File: config.mk
export PLATFORM = sky130hd
export DESIGN_NAME = flag_cond_unit
export DESIGN_NICKNAME = d
export VERILOG_FILES = /design/src/rtl/flag_cond_unit_pkg.sv /design/src/rtl/flag_cond_unit_cond_eval.sv /design/src/rtl/flag_cond_unit.sv
export SDC_FILE = /design/constraint.sdc
export NUM_CORES = 1
export LEC_CHECK = 0
export CORE_MARGIN = 3
export CORE_UTILIZATION = 37
export CTS_BUF_LIST = sky130_fd_sc_hd__clkbuf_8
export DETAILED_ROUTE_END_ITERATION = 6
export GPL_ROUTABILITY_DRIVEN = 0
export PLACE_DENSITY = 0.86
export SYNTH_ARGS = -nofsm -noshare
export SYNTH_HDL_FRONTEND = slang
export SYNTH_SLANG_ARGS = --single-unit
export TNS_END_PERCENT = 20
File: constraint.sdc
create_clock -name clk -period 2.75 [get_ports clk]
set_clock_uncertainty 0.15 [all_clocks]
set_input_delay 0.825 -clock clk [delete_from_list [all_inputs] [get_ports clk]]
set_output_delay 0.825 -clock clk [all_outputs]
set_load 0.1 [all_outputs]
File: src/rtl/flag_cond_unit_pkg.sv
// Shared definitions for the flag/condition unit: opcodes, flag bit
// positions, branch condition encodings and the opcode-to-write-mask map.
package flag_cond_unit_pkg;

    localparam int unsigned W_DEF   = 16;
    localparam int unsigned OPW_DEF = 4;
    localparam int unsigned FLAG_W  = 3;
    localparam int unsigned CCC_W   = 3;

    // Flag vector layout is {Z,V,N}
    localparam int unsigned Z_IDX = 2;
    localparam int unsigned V_IDX = 1;
    localparam int unsigned N_IDX = 0;

    localparam logic [OPW_DEF-1:0] OP_ADD    = 4'b0000;
    localparam logic [OPW_DEF-1:0] OP_SUB    = 4'b0001;
    localparam logic [OPW_DEF-1:0] OP_XOR    = 4'b0010;
    localparam logic [OPW_DEF-1:0] OP_RED    = 4'b0011;
    localparam logic [OPW_DEF-1:0] OP_SLL    = 4'b0100;
    localparam logic [OPW_DEF-1:0] OP_SRA    = 4'b0101;
    localparam logic [OPW_DEF-1:0] OP_ROR    = 4'b0110;
    localparam logic [OPW_DEF-1:0] OP_PADDSB = 4'b0111;

    localparam logic [CCC_W-1:0] CCC_NEQ  = 3'b000;
    localparam logic [CCC_W-1:0] CCC_EQ   = 3'b001;
    localparam logic [CCC_W-1:0] CCC_GT   = 3'b010;
    localparam logic [CCC_W-1:0] CCC_LT   = 3'b011;
    localparam logic [CCC_W-1:0] CCC_GTE  = 3'b100;
    localparam logic [CCC_W-1:0] CCC_LTE  = 3'b101;
    localparam logic [CCC_W-1:0] CCC_OVFL = 3'b110;
    localparam logic [CCC_W-1:0] CCC_UNC  = 3'b111;

    // Which flags an opcode is allowed to update
    function automatic logic [FLAG_W-1:0] write_mask(input logic [OPW_DEF-1:0] op);
        logic [FLAG_W-1:0] mask;
        mask = '0;
        case (op)
            OP_ADD, OP_SUB:                 mask = 3'b111;
            OP_XOR, OP_SLL, OP_SRA, OP_ROR: mask = 3'b100;
            default:                        mask = '0;
        endcase
        return mask;
    endfunction

endpackage

File: src/rtl/flag_cond_unit_cond_eval.sv
// Combinational branch condition evaluator.
//   flags   : {Z,V,N} to test
//   ccc     : condition code
//   taken_c : condition holds
module flag_cond_unit_cond_eval
    import flag_cond_unit_pkg::*;
(
    input  logic [FLAG_W-1:0] flags,
    input  logic [CCC_W-1:0]  ccc,
    output logic              taken_c
);

    logic z;
    logic v;
    logic n;

    assign z = flags[Z_IDX];
    assign v = flags[V_IDX];
    assign n = flags[N_IDX];

    always_comb begin
        taken_c = 1'b0;
        case (ccc)
            CCC_NEQ:  taken_c = ~z;
            CCC_EQ:   taken_c = z;
            CCC_GT:   taken_c = ~z & ~n;
            CCC_LT:   taken_c = n;
            CCC_GTE:  taken_c = z | ~n;
            CCC_LTE:  taken_c = n | z;
            CCC_OVFL: taken_c = v;
            CCC_UNC:  taken_c = 1'b1;
            default:  taken_c = 1'b0;
        endcase
    end

endmodule

File: src/rtl/flag_cond_unit.sv
// Condition flag unit: captures EX-stage ALU results into a pending
// (speculative) flag update, commits it one edge later unless flushed, and
// resolves branches against committed flags with bypass from in-flight updates.
//   clk, rst           : clock, synchronous active-high reset
//   ex_valid, ex_op    : EX instruction valid and opcode
//   alu_res, alu_ovfl  : saturated ALU result, pre-saturation signed overflow
//   stall, flush       : hold EX (no capture) / squash pending + EX capture
//   br_valid, br_ccc   : branch request and condition code
//   flags              : committed {Z,V,N}
//   br_done, br_taken  : one-cycle resolution pulse and decision
module flag_cond_unit
    import flag_cond_unit_pkg::*;
#(
    parameter int unsigned W   = W_DEF,
    parameter int unsigned OPW = OPW_DEF
) (
    input  logic               clk,
    input  logic               rst,
    input  logic               ex_valid,
    input  logic [OPW-1:0]     ex_op,
    input  logic [W-1:0]       alu_res,
    input  logic               alu_ovfl,
    input  logic               stall,
    input  logic               flush,
    input  logic               br_valid,
    input  logic [CCC_W-1:0]   br_ccc,
    output logic [FLAG_W-1:0]  flags,
    output logic               br_done,
    output logic               br_taken
);

    logic              pend_v;
    logic [FLAG_W-1:0] pend_mask;
    logic [FLAG_W-1:0] pend_val;

    logic [FLAG_W-1:0] ex_mask_c;
    logic [FLAG_W-1:0] ex_val_c;
    logic              ex_cap_c;
    logic              pend_live_c;
    logic [FLAG_W-1:0] eff_flags_c;
    logic              taken_c;

    // EX-stage flag candidates and capture qualifier
    assign ex_mask_c   = write_mask(OPW_DEF'(ex_op));
    assign ex_val_c    = {alu_res == '0, alu_ovfl, alu_res[W-1]};
    assign ex_cap_c    = ex_valid & ~stall & ~flush & (ex_mask_c != '0);
    assign pend_live_c = pend_v & ~flush;

    // Bypass merge: committed, then pending, then EX; youngest wins per bit
    always_comb begin
        eff_flags_c = flags;
        if (pend_live_c) begin
            eff_flags_c = (eff_flags_c & ~pend_mask) | (pend_val & pend_mask);
        end
        if (ex_cap_c) begin
            eff_flags_c = (eff_flags_c & ~ex_mask_c) | (ex_val_c & ex_mask_c);
        end
    end

    flag_cond_unit_cond_eval u_cond_eval (
        .flags   (eff_flags_c),
        .ccc     (br_ccc),
        .taken_c (taken_c)
    );

    // Pending/committed flag registers and branch result
    always_ff @(posedge clk) begin
        if (rst) begin
            flags     <= '0;
            pend_v    <= 1'b0;
            pend_mask <= '0;
            pend_val  <= '0;
            br_done   <= 1'b0;
            br_taken  <= 1'b0;
        end else begin
            if (pend_live_c) begin
                flags <= (flags & ~pend_mask) | (pend_val & pend_mask);
            end
            pend_v <= ex_cap_c;
            if (ex_cap_c) begin
                pend_mask <= ex_mask_c;
                pend_val  <= ex_val_c;
            end
            br_done  <= br_valid & ~flush;
            br_taken <= br_valid & ~flush & taken_c;
        end
    end

endmodule

### Word level (Yosys, flattened, before mapping)

Index checks and enable logic that the tools add are counted.

* bits in registers: 12
* output and inout port bits: 5
* word-level logic and storage cells: 49

* eq/ne operators: 12
* muxes and demuxes: 4
* bitwise gates (word level): 21
* reductions and logical operators: 6

Operators with widths (number)
* 16-bit zero test: 1
* 3-bit bitwise AND: 4
* 3-bit == test (second input constant): 4
* 4-bit by 3-bit == test with 1-bit output (second input constant): 3
* 1-bit case mux with 8 select lines: 1
* 1-bit bitwise AND: 7
* 3-bit by 2-bit == test with 1-bit output (second input constant): 2
* 3-bit 2-to-1 mux: 2
* 3-bit inverter: 2
* 3-bit OR: 2
* 3-bit case mux with 2 select lines: 1
* 4-bit by 1-bit == test with 1-bit output (second input constant): 1
* 4-bit by 2-bit == test with 1-bit output (second input constant): 1
* 4-bit zero test: 1
* 1-bit inverter: 4
* 4-bit OR reduction: 1
* 3-bit by 1-bit == test with 1-bit output (second input constant): 1
* 3-bit zero test: 1
* 3-bit nonzero test: 1
* 1-bit OR: 2
* 2-bit OR reduction: 1

### Depth between registers and ports, before layout

Gate-level depths: netlist of the first run.

* depth in word-level cells: 11
* mapped depth: 6
* gate-level depth less buffers: 6

### Hierarchy

From an unflattened synthesis of the first run, not the netlist that was laid out.

* cells, all modules: 64
* area, all modules: 554.3 um^2

Modules (own cells, without submodules)
* flag_cond_unit: times used 1, cells each 53, area an instance 478.0 um^2, sequential area each 220.2 um^2
* flag_cond_unit_cond_eval: times used 1, cells each 11, area an instance 76.3 um^2, sequential area each 0.0 um^2

### Worst setup path after synthesis of the first run

OpenSTA, ideal clock, no wires.

* path type: in2reg
* from: input ex_op[3]
* to: register br_taken
* library setup time: 0.064 ns
* arrival: 2.067 ns
* data required time: 2.536 ns
* setup slack: 0.469 ns
* stages: 5
* cell sequence: nor4b_4 -> nand2_2 -> mux2i_4 -> or4_1 -> nand4_1

* longest elaborated chain between the ends: 11
* elaborated cells on any way between the ends: 23
* classes of those cells: eq/ne (5); mux (3); bitwise (11); reduce/logical (4)

RTL lines
* start, declared: RTL line flag_cond_unit.sv:20 `input logic [OPW-1:0] ex_op,`
* 4-bit by 2-bit == test with 1-bit output (tied with other cells): RTL line flag_cond_unit_pkg.sv:37 `case (op)`
* 4-bit OR reduction / 2-bit OR reduction (equally long branches): RTL line flag_cond_unit_pkg.sv:37
* 3-bit case mux with 2 select lines *: RTL line flag_cond_unit_pkg.sv:37
* 3-bit inverter: RTL line flag_cond_unit.sv:56 `eff_flags_c = (eff_flags_c & ~ex_mask_c) | (ex_val_c & ex_mask_c);`
* 3-bit bitwise AND: RTL line flag_cond_unit.sv:56
* 3-bit OR: RTL line flag_cond_unit.sv:56
* 3-bit 2-to-1 mux *: RTL line flag_cond_unit.sv:55 `if (ex_cap_c) begin`
* 1-bit inverter (on tied branches): RTL line flag_cond_unit_cond_eval.sv:26, flag_cond_unit_cond_eval.sv:28, flag_cond_unit_cond_eval.sv:24
* 1-bit OR / 1-bit bitwise AND (equally long branches): RTL line flag_cond_unit_cond_eval.sv:28, flag_cond_unit_cond_eval.sv:26
* 1-bit case mux with 8 select lines *: RTL line flag_cond_unit_cond_eval.sv:23 `case (ccc)`
* 1-bit bitwise AND *: RTL line flag_cond_unit.sv:85 `br_taken <= br_valid & ~flush & taken_c;`
* end signal, assigned: RTL line flag_cond_unit.sv:85
* end, declared: RTL line flag_cond_unit.sv:29 `output logic br_taken`

Every way passes the cells marked *; elsewhere a longest branch is shown, timed or not.
A chain may end at the register's enable or synchronous reset.

### Final worst setup path of the first run

* from: input flush
* to: register br_taken

* longest elaborated chain between the ends: 10
* elaborated cells on any way between the ends: 16
* classes of those cells: mux (3); bitwise (13)

RTL lines
* start, declared: RTL line flag_cond_unit.sv:24 `input logic flush,`
* 1-bit inverter *: RTL line flag_cond_unit.sv:46, flag_cond_unit.sv:47, flag_cond_unit.sv:85
* 1-bit bitwise AND: RTL line flag_cond_unit.sv:47 `assign pend_live_c = pend_v & ~flush;`
* 3-bit 2-to-1 mux: RTL line flag_cond_unit.sv:52 `if (pend_live_c) begin`
* 3-bit bitwise AND: RTL line flag_cond_unit.sv:56
* 3-bit OR: RTL line flag_cond_unit.sv:56
* 3-bit 2-to-1 mux: RTL line flag_cond_unit.sv:55
* 1-bit inverter (on tied branches): RTL line flag_cond_unit_cond_eval.sv:26, flag_cond_unit_cond_eval.sv:28, flag_cond_unit_cond_eval.sv:24
* 1-bit OR / 1-bit bitwise AND (equally long branches): RTL line flag_cond_unit_cond_eval.sv:28, flag_cond_unit_cond_eval.sv:26
* 1-bit case mux with 8 select lines: RTL line flag_cond_unit_cond_eval.sv:23
* 1-bit bitwise AND *: RTL line flag_cond_unit.sv:85

Marked as above.

==> results of run 1 <==
-- worst max path at each step --
stage / depth (start not counted) / slack, ns / to / from
after floorplan: 5 / 0.47 / br_taken / ex_op[3]
after CTS: 6 / 0.20 / br_taken / flush
after global placement: 6 / 0.02 / br_taken / flush
after global routing: 6 / 0.10 / br_taken / flush
after detailed placement: 6 / -0.02 / br_taken / flush
final: 6 / 0.18 / br_taken / flush
-- sequential cells by signal (all words and copies together), names as in the netlist --
signal,flops
flags,3
pend_val,3
pend_mask,2
br_done,1
br_taken,1
pend_v,1
-- metal layers --
| layer | part of all wire (%) | vias to the layer above |
|---|---|---|
| met5 | 0 | - |
| met4 | 0.53 | 0 |
| met3 | 6.5 | 2 |
| met2 | 54 | 24 |
| met1 | 39 | 277 |
| li1 | - | 307 |
-- layout by cell type, fill, tap and decap left out, drive strengths merged --
cell | Yosys | routed
nor4 | 4 | 4
o21ba | 1 | 1
o21a | 1 | 1
nor3b | 1 | 1
a21oi | 5 | 5
clkdlybuf4s50 | 0 | 29
nor2 | 8 | 8
nand3b | 2 | 2
nor2b | 1 | 1
or2 | 1 | 1
nand2b | 1 | 1
mux2 | 1 | 1
nand3 | 1 | 1
or4 | 1 | 1
inv | 3 | 4
mux2i | 5 | 5
buf | 1 | 10
nor4b | 1 | 1
nand4 | 2 | 2
nand2 | 8 | 8
dfxtp | 11 | 11
o2111ai | 2 | 2
o21ai | 1 | 1
clkbuf | 0 | 3
-- cell type report --
type / instances / area [um2]
flip-flops and latches: 11 / 220.2
multi-input cells: 47 / 342.8
inverters: 3 / 11.26
clock buffers: 3 / 41.29
repair buffers: 39 / 365.4
well taps: 15 / 18.77
fillers: 106 / 379.1
clock inverters: 1 / 3.754
-- worst max-delay path, stage by stage --
cell	delay (ns)
clkdlybuf4s50_1	0.47
nor4b_4	0.39
nand2_2	0.14
mux2i_4	0.23
or4_1	0.42
nand4_1	0.11
-- power by group --
group,switching (mW),internal (mW)
clock network,0.0558,0.0976
logic,0.0294,0.0477
registers,0.000982,0.162
-- logic make-up (layout without fill, tap and decap cells) --
logic type             Yosys count  count (layout)  share of synthesized area [%]
AND/OR/NAND/NOR                 31              31                          33.26
flip-flops                      11              11                          38.01
AO/OA/AOI/OAI                   10              10                          11.88
multiplexers                     6               6                          14.04
buffers and inverters            4              46                          2.807
==> results.py, run 1 <==
metrics = {
    "clocking": {
        "cts_buffer_depth": 2,
        "clk_pin_slew_ns": 0.05,
        "cts_setup_buffers": 0,
        "cts_max_level": 1,
        "numCtsBuffers": 3,
        "cts_tree": "yes",
        "holdBufCountCts": 0,
        "root_buffer": "clkbuf_8",
        "cts.sinks": 11,
        "clock_latency_ns": 0.23,
        "cts-resized-gates": 0,
    },
    "sta": {
        "grt_setup_unrepaired": "no",
        "fin_setup_tns_ns": 0,
        "whs_ns": 0.3205,
        "worst_pin_slew_ns": 0.3378,
        "clock.fmax_mhz": 389.6,
        "setup_violations": 0,
        "min_period_ns": 2.567,
        "hold_violations": 0,
        "finalMaxSlewViolations": 0,
        "min_period_over_period_pct": 93.35,
        "worst_slack_ns": 0.1830,
        "slew_headroom_pct": 77.38,
    },
    "global_route": {
        "grt-ovfl-total": 0,
        "grt_pass1_wl_um": 2559,
        "gr-usage-met2_pct": 32.87,
        "grt_util_met1_pct": 18.42,
        "grt_usage_pct": 17.31,
        "grt_pass1_vias": 631,
        "antenna_found_initial": 0,
        "use_met3_pct": 3.953,
        "grt_busiest_layer": "met2",
        "grt_max_degree": 10,
    },
    "setup_path": {
        "path_class": "in -> reg",
        "worstSetupStartpointType": "input pin",
        "r2r-start": "pend_v",
        "reg2reg_setup_slack_ns": 1.14,
        "ff2ff_path_depth": 5,
        "worstSetupEndpointType": "register",
        "path_max_fanout": 4,
        "required_ns": 2.77,
        "r2r_end": "br_taken",
        "crit_arrival_ns": 2.59,
    },
    "finish": {
        "num_antenna_cells": 0,
        "syn2layout_area_growth_pct": 73.22,
        "post-route-util_pct": 72.58,
        "drive_gt1_share_pct": 23.08,
        "final_nets": 135,
        "layout.cells.non_filler": 119,
        "final_area_mm2": 0.001003,
    },
    "floorplan": {
        "start_util_pct": 41.90,
        "core_area_mm2": 0.001383,
        "die_h_um": 45.57,
        "ios": 35,
        "chipWidth_um": 45.57,
        "num_rows": 13,
        "die-area_mm2": 0.002077,
    },
    "synthesis": {
        "synth_edf_count": 0,
        "synth-warning-count": 0,
        "synth_nets": 92,
        "syn_avg_cell_area_um2": 9.344,
        "seq_area_frac_synth_pct": 38.01,
        "ys_async_sr_fraction_pct": 0,
        "synth-main-ff-cell": "dfxtp_1",
        "synth-seq-cells": 11,
        "yosysMostFrequentCell": "dfxtp_1",
        "synth_cell_types": 25,
        "syn_inst": 62,
        "synth_top_cell_by_area": "dfxtp_1",
        "synth_top_area_share_pct": 38.01,
        "synthesis.area_um2": 579.3,
        "synth_area_leaders": "dfxtp_1, mux2i_1, nor2_1",
        "synthTopCellsByCount": "dfxtp_1, nor2_1, nand2_1, a21oi_1, nor4_1",
    },
    "drt": {
        "firstDrtPassIters": 2,
        "wirelength_um": 1500,
        "wl_per_cell_um": 12.61,
        "drc": 0,
        "vias": 610,
        "drt_iter0_drc": 4,
        "drtAntennaViolNets": 0,
        "viasPerCell": 5.126,
    },
    "min_path": {
        "worstHoldStart": "pend_val[0]",
        "whs_endpoint": "pend_val[0]",
        "min_path_cells": 2,
        "hp-class": "reg -> reg",
    },
    "outcome": {
        "status": "complete, no violations",
    },
    "power": {
        "p_leak_nw": 0.4278,
        "p_per_area_mw_per_mm2": 392.5,
        "p_total_mw": 0.3938,
        "vdd_drop_max_mv": 0.1887,
    },
    "place": {
        "placed_area_um2": 958.4,
        "hpwl_um": 1289,
        "portBuffers": 34,
        "dp.cells": 115,
        "post-place-ws_ns": -0.02072,
    },
    "flow_run": {
        "max_cap_viol_count": 0,
    },
}
Note: power is estimated with default switching activity, not from simulation.
==> inputs of run 2 (changes only) <==
MAX_ROUTING_LAYER = met4   (was unset)
==> results.py, run 2 (synthesis results as in run 1) <==
metrics = {
    "place": {
        "dp.cells": 115,
        "post-place-ws_ns": -0.02072,
        "hpwl_um": 1289,
        "portBuffers": 34,
    },
    "finish": {
        "num-fill-cells": 106,
        "post-route-util_pct": 72.58,
        "layout.cells.non_filler": 119,
        "syn2layout_area_growth_pct": 73.22,
        "drive_gt1_share_pct": 23.08,
        "layout_common_cells": "clkdlybuf4s50_1, dfxtp_1, buf_4",
        "final_common_cell": "clkdlybuf4s50_1",
        "reg_top3": "flags x3, pend_val x3, pend_mask x2",
        "final_nets": 135,
        "num_antenna_cells": 0,
    },
    "power": {
        "vdd_drop_max_mv": 0.1888,
        "power.share.clock_pct": 39.0,
        "p_total_mw": 0.3939,
        "p_leak_nw": 0.4278,
        "internal_power_mw": 0.3077,
        "comb_power_share_pct": 19.6,
        "swShare_pct": 21.89,
        "p_seq_share_pct": 41.5,
        "p_switching_mw": 0.08624,
        "p_per_area_mw_per_mm2": 392.5,
    },
    "clocking": {
        "clk_pin_slew_ns": 0.05,
        "cts-resized-gates": 0,
        "root_buffer": "clkbuf_8",
        "holdBufCountCts": 0,
        "cts.sinks": 11,
        "clock_latency_ns": 0.23,
        "cts_setup_buffers": 0,
        "cts_max_level": 1,
        "cts_tree": "yes",
        "numCtsBuffers": 3,
        "cts_buffer_depth": 2,
    },
    "setup_path": {
        "worstSetupStartpointType": "input pin",
        "crit_arrival_ns": 2.59,
        "path_class": "in -> reg",
        "path_max_fanout": 4,
        "worstSetupEndpointType": "register",
        "required_ns": 2.77,
    },
    "global_route": {
        "grt_pass1_vias": 631,
        "grt_max_degree": 10,
        "grt_pass1_wl_um": 2566,
        "antenna_found_initial": 0,
        "grt-ovfl-total": 0,
        "grt_usage_pct": 17.82,
    },
    "drt": {
        "wl_per_cell_um": 12.61,
        "wirelength_um": 1500,
        "firstDrtPassIters": 2,
        "viasPerCell": 5.118,
        "drc": 0,
        "vias": 609,
        "drt_iter0_drc": 4,
        "drtAntennaViolNets": 0,
    },
    "floorplan": {
        "num_rows": 13,
        "die-area_mm2": 0.002077,
        "die_h_um": 45.57,
        "core_area_mm2": 0.001383,
        "start_util_pct": 41.90,
        "ios": 35,
        "chipWidth_um": 45.57,
    },
    "sta": {
        "min_period_ns": 2.568,
        "worst_slack_ns": 0.1821,
        "min_period_over_period_pct": 93.38,
        "slew_headroom_pct": 77.38,
        "finalMaxSlewViolations": 0,
        "clock.fmax_mhz": 389.4,
        "setup_violations": 0,
        "hold_violations": 0,
        "fin_setup_tns_ns": 0,
        "worst_pin_slew_ns": 0.3378,
        "grt_setup_unrepaired": "no",
    },
    "outcome": {
        "status": "complete, no violations",
    },
    "flow_run": {
        "max_cap_viol_count": 0,
    },
    "min_path": {
        "hp-class": "reg -> reg",
    },
}
## run 2: cell counts in the layout (fill, tap and decap cells not counted)
No cell type changed its count.
## run 2: layout make-up
class                           instances  area [um2]  share of cell area [%]
Inverter                                3       11.26                   1.122
Sequential cell                        11       220.2                   21.95
Timing Repair Buffer                   39       365.4                   36.41
Multi-Input combinational cell         47       342.8                   34.16
Tap cell                               15       18.77                   1.870
Clock buffer                            3       41.29                   4.115
Clock inverter                          1       3.754                  0.3741
## run 2: final timing paths
| path | startpoint | cells past startpoint | endpoint | slack (ns) |
|---|---|---|---|---|
| max reg2reg | pend_v | 5 | br_taken | 1.14 |
| max | flush | 6 | br_taken | 0.18 |
| min reg2reg | pend_val[0] | 2 | pend_val[0] | 0.32 |
| min | pend_val[0] | 2 | pend_val[0] | 0.32 |
## run 2: power by group through the flow
| stage | clock (mW) | sequential, mW | combinational [mW] |
|---|---|---|---|
| 2_1_floorplan | 0 | 0.176 | 0.0146 |
| 3_3_place_gp | 0 | 0.167 | 0.0761 |
| 3_5_place_dp | 0 | 0.167 | 0.0775 |
| 4_1_cts | 0.157 | 0.163 | 0.0776 |
| 5_1_grt | 0.163 | 0.163 | 0.0833 |
| 6_report | 0.153 | 0.163 | 0.0771 |
## run 2: per-layer routing
metal | part of all wire [%] | track usage (%) | wire length, um | up-vias
met5 | 0 | - | 0 | -
met4 | 0.53 | 5.263 | 8 | 0
met3 | 6.3 | 3.557 | 95 | 2
met2 | 54 | 32.87 | 815 | 24
met1 | 39 | 18.66 | 581 | 276
li1 | - | - | - | 307
## run 2: through the flow
stage               area, um2  hold WS, ns
floorplan               579.3       0.2857
global placement        958.4       0.2933
detailed placement      958.4       0.2986
CTS                      1003       0.3228
global route             1003       0.3608
finish                   1003       0.3207
## run 2: worst max-delay path, stage by stage
cell and delay [ns]:
clkdlybuf4s50_1 0.47, nor4b_4 0.39, nand2_2 0.14, mux2i_4 0.24
or4_1 0.42, nand4_1 0.11
==> inputs of run 3 (changes only) <==
clock period = 2.66 ns   (was 2.75 ns; I/O delays follow)
==> results.py, run 3 (synthesis results as in run 1) <==
metrics = {
    "outcome": {
        "status": "complete, no violations",
    },
    "global_route": {
        "grt-ovfl-total": 0,
        "grt_pass1_vias": 630,
        "grt_max_degree": 10,
        "grt_usage_pct": 19.50,
        "antenna_found_initial": 0,
        "grt_pass1_wl_um": 2677,
    },
    "finish": {
        "layout_common_cells": "clkdlybuf4s50_1, dfxtp_1, buf_4",
        "final_common_cell": "clkdlybuf4s50_1",
        "drive_gt1_share_pct": 23.81,
        "num_antenna_cells": 0,
        "final_nets": 136,
        "layout.cells.non_filler": 120,
        "reg_top3": "flags x3, pend_val x3, pend_mask x2",
        "syn2layout_area_growth_pct": 74.51,
    },
    "sta": {
        "setup_violations": 0,
        "finalMaxSlewViolations": 0,
        "min_period_ns": 2.493,
        "grt_setup_unrepaired": "no",
        "min_period_over_period_pct": 93.72,
        "worst_pin_slew_ns": 0.3254,
        "slew_headroom_pct": 78.21,
        "hold_violations": 0,
        "clock.fmax_mhz": 401.1,
        "fin_setup_tns_ns": 0,
    },
    "floorplan": {
        "num_rows": 13,
        "die_h_um": 45.57,
        "start_util_pct": 41.90,
        "ios": 35,
        "die-area_mm2": 0.002077,
        "core_area_mm2": 0.001383,
        "chipWidth_um": 45.57,
    },
    "setup_path": {
        "path_cells": "clkdlybuf4s50_1 > nor4b_4 > nand2_2 > mux2i_4 > or4_1 > nand4_1",
        "crit_arrival_ns": 2.52,
        "path_max_fanout": 4,
        "r2r-start": "pend_v",
        "reg2reg_setup_slack_ns": 1.04,
        "slowest_stage": "clkdlybuf4s50_1",
        "ff2ff_path_depth": 5,
        "worstSetupEndpointType": "register",
        "r2r_end": "br_taken",
        "slowest_delay_ns": 0.47,
        "required_ns": 2.69,
        "path_class": "in -> reg",
        "worstSetupStartpointType": "input pin",
    },
    "clocking": {
        "cts.sinks": 11,
        "cts-resized-gates": 0,
        "holdBufCountCts": 0,
        "cts_max_level": 1,
        "root_buffer": "clkbuf_8",
        "cts_tree": "yes",
        "clk_pin_slew_ns": 0.05,
        "cts_buffer_depth": 2,
        "clock_latency_ns": 0.24,
        "cts_setup_buffers": 0,
        "numCtsBuffers": 3,
    },
    "place": {
        "dp.cells": 116,
        "hpwl_um": 1320,
        "portBuffers": 34,
    },
    "drt": {
        "viasPerCell": 5.058,
        "wl_per_cell_um": 12.89,
        "wirelength_um": 1547,
        "drt_iter0_drc": 2,
        "drtAntennaViolNets": 0,
        "drc": 0,
        "firstDrtPassIters": 4,
        "vias": 607,
    },
    "power": {
        "p_leak_nw": 0.4331,
        "vdd_drop_max_mv": 0.2376,
        "p_per_area_mw_per_mm2": 410.2,
    },
    "min_path": {
        "whs_endpoint": "pend_val[0]",
        "worstHoldStart": "pend_val[0]",
        "hp-class": "reg -> reg",
        "min_path_cells": 2,
    },
    "flow_run": {
        "max_cap_viol_count": 0,
    },
}
## run 3: worst max-delay path by stage
stage / startpoint / endpoint / slack, ns / cells after the start
floorplan: ex_op[3] / br_taken / 0.41 / 5
finish: flush / br_taken / 0.17 / 6
detailed placement: ex_op[3] / br_taken / -0.08 / 6
global placement: flush / br_taken / -0.04 / 6
global route: flush / br_taken / 0.03 / 6
CTS: flush / br_taken / 0.16 / 6
## run 3: routing by layer
layer	routed length [um]	vias to the layer above	global-route usage (%)
met1	600	270	19.66
met2	822	24	33.15
met5	0	-	-
li1	-	309	-
met3	105	4	7.115
met4	19	0	8.772
## run 3: worst max-delay path, delay by kind of cell
| family | cells | cell delay, ns |
|---|---|---|
| buffers and inverters | 1 | 0.47 |
| multiplexers | 1 | 0.23 |
| AND/OR/NAND/NOR | 4 | 1.02 |
## run 3: layout make-up
class | count | area (um2)
Timing Repair Buffer | 40 | 372.9
Fill cell | 112 | 371.6
Multi-Input combinational cell | 47 | 342.8
Sequential cell | 11 | 220.2
Clock buffer | 3 | 41.29
Tap cell | 15 | 18.77
Inverter | 3 | 11.26
Clock inverter | 1 | 3.754
## run 3: report_power, final
group	leakage, nW	internal (mW)	total (mW)	switching [mW]
combinational	0.317	0.0497	0.0803	0.0306
clock	0.0269	0.101	0.166	0.0642
sequential	0.0890	0.168	0.169	0.000979
## run 3: metrics by stage
step	setup WS, ns	total power [mW]	utilization (%)	area, um2	hold slack [ns]
2_1_floorplan	0.4057	0.1971	-	579.3	0.2857
3_3_place_gp	-0.04448	0.2513	69.86	965.9	0.2932
3_5_place_dp	-0.08021	0.2527	69.86	965.9	0.2976
4_1_cts	0.1623	0.4207	73.12	1011	0.3047
5_1_grt	0.02989	0.4379	73.12	1011	0.3407
6_report	0.1670	0.4147	73.12	1011	0.3042
